--- src/rtl/bs_gnrtr_n_rbtr.sv ---
// Shared-bus generator/arbiter: round-robin pops one packet per bus and pushes it to its destination device(s).
// Optional broadcast fan-out is enabled by defining BS_BROADCAST_EN.
module bs_gnrtr_n_rbtr #(
    parameter int unsigned bits      = 1,
    parameter int unsigned drvrs     = 4,
    parameter int unsigned pckg_sz   = 16,
    parameter logic [7:0]  broadcast = 8'hFF
) (
    input  logic                                   clk,
    input  logic                                   reset,
    input  logic [bits-1:0][drvrs-1:0]             pndng,
    input  logic [bits-1:0][drvrs-1:0][pckg_sz-1:0] D_pop,
    output logic [bits-1:0][drvrs-1:0]             pop,
    output logic [bits-1:0][drvrs-1:0]             push,
    output logic [bits-1:0][drvrs-1:0][pckg_sz-1:0] D_push
);

    localparam int unsigned IW  = (drvrs > 1) ? $clog2(drvrs) : 1;
    localparam int unsigned IW1 = IW + 1;

    typedef enum logic [1:0] {
        IDLE = 2'd0,
        POP  = 2'd1,
        PUSH = 2'd2
    } state_t;

    for (genvar b = 0; b < bits; b++) begin : g_bus
        state_t              state_q, state_d;
        logic [IW-1:0]       rr_q, rr_d;
        logic [IW-1:0]       grant_q, grant_d;
        logic [drvrs-1:0]    pop_q, pop_d;
        logic [drvrs-1:0]    push_q, push_d;
        logic [pckg_sz-1:0]  pkt_q, pkt_d;
        logic [IW-1:0]       pick_c;
        logic                any_c;
        logic [pckg_sz-1:0]  head_c;
        logic [7:0]          dest_c;

        // Cyclic search for the first pending device after the rr pointer
        always_comb begin : rr_search
            logic [IW1-1:0] idx;
            idx    = '0;
            pick_c = rr_q;
            any_c  = 1'b0;
            for (int unsigned k = 1; k <= drvrs; k++) begin
                idx = IW1'(rr_q) + IW1'(k);
                if (idx >= IW1'(drvrs)) begin
                    idx = idx - IW1'(drvrs);
                end
                if (!any_c && pndng[b][idx[IW-1:0]]) begin
                    any_c  = 1'b1;
                    pick_c = idx[IW-1:0];
                end
            end
        end

        assign head_c = D_pop[b][grant_q];
        assign dest_c = head_c[pckg_sz-1 -: 8];

        // Next-state and next-output logic
        always_comb begin
            state_d = state_q;
            rr_d    = rr_q;
            grant_d = grant_q;
            pop_d   = '0;
            push_d  = '0;
            pkt_d   = pkt_q;
            case (state_q)
                IDLE: begin
                    if (any_c) begin
                        grant_d        = pick_c;
                        rr_d           = pick_c;
                        pop_d[pick_c]  = 1'b1;
                        state_d        = POP;
                    end
                end
                POP: begin
                    pkt_d = head_c;
                    for (int unsigned i = 0; i < drvrs; i++) begin
                        if (dest_c == 8'(i)) begin
                            push_d[i] = 1'b1;
                        end
                    end
`ifdef BS_BROADCAST_EN
                    if (dest_c == broadcast) begin
                        for (int unsigned i = 0; i < drvrs; i++) begin
                            push_d[i] = (IW'(i) != grant_q);
                        end
                    end
`endif
                    state_d = PUSH;
                end
                PUSH: begin
                    state_d = IDLE;
                end
                default: begin
                    state_d = IDLE;
                end
            endcase
        end

        // State and registered outputs; rr pointer resets to last device so device 0 wins first
        always_ff @(posedge clk) begin
            if (reset) begin
                state_q <= IDLE;
                rr_q    <= IW'(drvrs - 1);
                grant_q <= '0;
                pop_q   <= '0;
                push_q  <= '0;
                pkt_q   <= '0;
            end else begin
                state_q <= state_d;
                rr_q    <= rr_d;
                grant_q <= grant_d;
                pop_q   <= pop_d;
                push_q  <= push_d;
                pkt_q   <= pkt_d;
            end
        end

        assign pop[b]  = pop_q;
        assign push[b] = push_q;

        for (genvar i = 0; i < drvrs; i++) begin : g_dpush
            assign D_push[b][i] = pkt_q;
        end
    end

endmodule

--- config.mk ---
export PLATFORM = sky130hd
export DESIGN_NAME = bs_gnrtr_n_rbtr
export DESIGN_NICKNAME = d
export VERILOG_FILES = /design/src/rtl/bs_gnrtr_n_rbtr.sv
export SDC_FILE = /design/constraint.sdc
export NUM_CORES = 1
export LEC_CHECK = 0
export CAP_MARGIN = 25
export CORE_MARGIN = 3
export CORE_UTILIZATION = 30
export DETAILED_ROUTE_END_ITERATION = 12
export PLACE_DENSITY_LB_ADDON = 0.25
export SLEW_MARGIN = 20
export SYNTH_ARGS = -nofsm -noshare
export SYNTH_HDL_FRONTEND = slang
export SYNTH_SLANG_ARGS = --single-unit
--- constraint.sdc ---
create_clock -name clk -period 1.4 [get_ports clk]
set_input_delay 0.28 -clock clk [delete_from_list [all_inputs] [get_ports clk]]
set_output_delay 0.28 -clock clk [all_outputs]
set_load 0.02 [all_outputs]
==> flow_summary.json, run 1 <==
{
  "grt_pass1_vias": 1628,
  "synth_xor_area_share_pct": 0,
  "max_cap_violations": 0,
  "slowest_stage": "mux4_2",
  "path_cells": "mux4_2 -> nor4b_4 -> nand4b_1 -> nor2_1",
  "finalCritPeriodShare_pct": 114,
  "max_freq_ghz": 0.627,
  "synth_top_family_by_area": "buffers and inverters",
  "routabilityCongestion": 0.828,
  "cts.sinks": 30,
  "antenna_left": 0,
  "cts_tree": "yes",
  "rsz0062_at_grt": "true",
  "worst_pin_slew_ns": 0.534,
  "die_area_mm2": 0.00709,
  "area_growth_pct": 71.4,
  "critPathBufInv": 0,
  "violations": "negative setup slack",
  "grt_max_degree": 17,
  "drt_iter0_drc": 58,
  "antenna_cells": 0,
  "grt_busiest_layer": "met2",
  "leakagePower_uw": 0.00151,
  "cp-startpoint": "g_bus[0].grant_q[0]$_SDFFE_PP0P_",
  "layout_setup_ws_ns": -0.195,
  "fin_total_pwr_uw": 3160,
  "met3_usage_pct": 5.20,
  "placement_rows": 27,
  "syn_inst": 162,
  "fin_nets": 343,
  "crit_end": "push[2]$_SDFF_PP0_",
  "holdCritPathClass": "input port to flip-flop",
  "status": "finished, violations left",
  "ys_types": 31,
  "synthAdderAreaFrac_pct": 0,
  "fin_crit_ns": 1.59,
  "vias": 1605,
  "r2r_cells": 4,
  "ir_worst_vdd_mv": 0.653,
  "grt.met1_usage_pct": 17.6,
  "crit_fanout": 4,
  "io_buffers": 141,
  "avgViaCountPerCell": 4.64,
  "skew_ns": 0.00452,
  "drt-total-wl_um": 5570,
  "clk_pin_slew_ns": 0.07,
  "synth-simple-area-share_pct": 8.73,
  "grt_use_met2_pct": 27.4,
  "clk_latency_ns": 0.27,
  "final_layout_size_suffix_gt1_share_pct": 20.4,
  "first_pass_iters": 4,
  "synth_compound_area_share_pct": 13.2,
  "max_stage_delay_ns": 0.56,
  "synth-seq-cells": 30,
  "rrSetupSlack_ns": -0.19,
  "regToRegEndpoint": "push[2]$_SDFF_PP0_",
  "ys_seq_area_share_pct": 32.7,
  "setup_violations": 15,
  "syn_avg_cell_area_um2": 11.3,
  "core_area_mm2": 0.00571,
  "antenna_found_initial": 0,
  "max-clock-path-buffers": 2,
  "grt_overflow": 0,
  "startpoint_type": "flip-flop",
  "tns_ns": -1.19,
  "drc": 0,
  "cp_num_cells": 4,
  "wire_per_inst_um": 16.1,
  "clock-root-buffer": "clkbuf_8",
  "cp.arrival_ns": 1.81,
  "slew_headroom_pct": 64.1,
  "r2r_start": "g_bus[0].grant_q[0]$_SDFFE_PP0P_",
  "die_h_um": 84.2,
  "path_class": "flip-flop to flip-flop",
  "dpl.hpwl_um": 4550,
  "io_pins": 142,
  "grt_pass1_wl_um": 8740,
  "syn-num-nets": 232,
  "synthMuxAreaShare_pct": 21.0,
  "min_path_cells": 3,
  "end_kind": "flip-flop",
  "crit_required_ns": 1.61,
  "cts_buffers": 5,
  "final_max_slew_viol_count": 0,
  "cts_htree_levels": 2,
  "die_w_um": 84.2,
  "synth_area_mm2": 0.00183,
  "powerDensity_mw_per_mm2": 1010,
  "track_usage_pct": 15.6,
  "ys_warn_count": 0,
  "initial_core_util_pct": 32.1,
  "hold_violations": 0,
  "critPathTopFamily": "simple AND/OR/NAND/NOR gates"
}
[cells by family (layout without fill, tap and decap cells)]
group / after synthesis / count (layout)
buffers and inverters: 59 / 171
AOI/OAI and AO/OA: 30 / 30
DFF: 30 / 30
and+or+nand+nor: 26 / 26
muxes: 17 / 17
[worst min path at each step]
stage                                      from                                to  slack, ns
6_report                               pndng[3]  g_bus[0].state_q[0]$_SDFFE_PP0P_       0.50
4_1_cts                                   reset  g_bus[0].state_q[0]$_SDFFE_PP0P_       0.50
2_1_floorplan  g_bus[0].state_q[0]$_SDFFE_PP0P_  g_bus[0].state_q[0]$_SDFFE_PP0P_       0.48
5_1_grt                                   reset  g_bus[0].state_q[0]$_SDFFE_PP0P_       0.54
3_3_place_gp   g_bus[0].state_q[0]$_SDFFE_PP0P_  g_bus[0].state_q[0]$_SDFFE_PP0P_       0.53
3_5_place_dp   g_bus[0].state_q[0]$_SDFFE_PP0P_  g_bus[0].state_q[0]$_SDFFE_PP0P_       0.52
[power breakdown]
part	switching [uW]	internal, uW	total (uW)
Clock	320	523	843
Sequential	90.3	938	1030
Combinational	599	691	1290
Total	1010	2150	3160
[registers in the layout (all words and copies together) (netlist names)]
name,count
g_bus.grant_q,2
pop,4
g_bus.state_q,2
g_bus.rr_q,2
push,4
g_bus.pkt_q,16
[metrics by stage]
stage                     instances  utilization, %  instance area, um2  hold slack [ns]  setup WS, ns
after floorplan                 162               -                1840            0.479        -0.138
after global placement          336            53.8                3070            0.528        -0.456
after detailed placement        336            53.8                3070            0.517        -0.513
after CTS                       346            54.6                3120            0.497        -0.217
after global routing            346            55.1                3140            0.537        -0.301
final                           346            55.1                3140            0.504        -0.195
[final cells by class]
class                      instances  area [um2]
multi-input combinational         73         817
sequential                        30         608
clock buffer                       5        68.8
clock inverter                     3        40.0
fill                             551        2560
timing repair buffer             160        1510
inverter                           3        11.3
tap                               72        90.1
[per-layer routing]
layer	up-vias	part of all wire, %	routed length, um
met4	0	1.7	96
met5	-	0	0
li1	770	-	-
met2	77	51	2860
met3	8	7.8	436
met1	750	39	2170
[cells in the mapped netlist]
| master | number | area share [%] |
|---|---|---|
| a2111oi_2 | 1 | 0.82 |
| a211o_1 | 2 | 0.96 |
| a211oi_1 | 3 | 1.2 |
| a21boi_0 | 1 | 0.41 |
| a21oi_1 | 5 | 1.4 |
| a22o_1 | 15 | 7.2 |
| a22o_2 | 1 | 0.55 |
| and2_1 | 2 | 0.68 |
| and3b_1 | 1 | 0.48 |
| buf_4 | 48 | 20 |
| buf_6 | 2 | 1.2 |
| clkbuf_1 | 3 | 0.61 |
| clkbuf_8 | 3 | 2.3 |
| dfxtp_1 | 30 | 33 |
| inv_1 | 3 | 0.61 |
| mux2i_1 | 1 | 0.55 |
| mux4_1 | 4 | 5.7 |
| mux4_2 | 12 | 15 |
| nand2_1 | 1 | 0.20 |
| nand2b_1 | 1 | 0.34 |
| nand3_1 | 1 | 0.27 |
| nand4b_1 | 1 | 0.48 |
| nor2_1 | 12 | 2.5 |
| nor3_1 | 1 | 0.27 |
| nor3b_1 | 1 | 0.41 |
| nor3b_2 | 1 | 0.68 |
| nor4_1 | 2 | 0.68 |
| nor4b_1 | 1 | 0.48 |
| nor4b_4 | 1 | 1.3 |
| o21ai_0 | 1 | 0.27 |
| o31ai_1 | 1 | 0.41 |
[placed cells by master (no fill, tap or decap), types with 2 or more instances in the layout]
cell and n:
buf_12 3, mux4_2 16, dfxtp_1 28, and2_1 2, nor2_1 10, dlygate4sd2_1 75
nor2_2 2, clkbuf_8 5, dfxtp_4 2, a22o_1 15, buf_4 14, a211o_1 2
clkdlybuf4s15_1 2, clkinv_2 2, clkdlybuf4s50_1 64, a211oi_1 3, a21oi_1 4, inv_1 3
[worst min-delay path, stage by stage]
cell             delay (ns)
clkdlybuf4s15_1        0.19
nor2_2                 0.16
a2111oi_2              0.09
[timing repair]
item,in CTS,in global routing
gates resized for setup,90,8
hold buffers,0,0
setup buffers,2,0
endpoints found under the setup margin,100,20
pin swaps,4,6
No activity file was read; power rests on OpenSTA's default activity.
==> run 2: changes to the inputs <==
HOLD_SLACK_MARGIN = 0.05   (was not set)
==> results of run 2 <==
Final layout, timing and power as in run 1 (identical DEF).
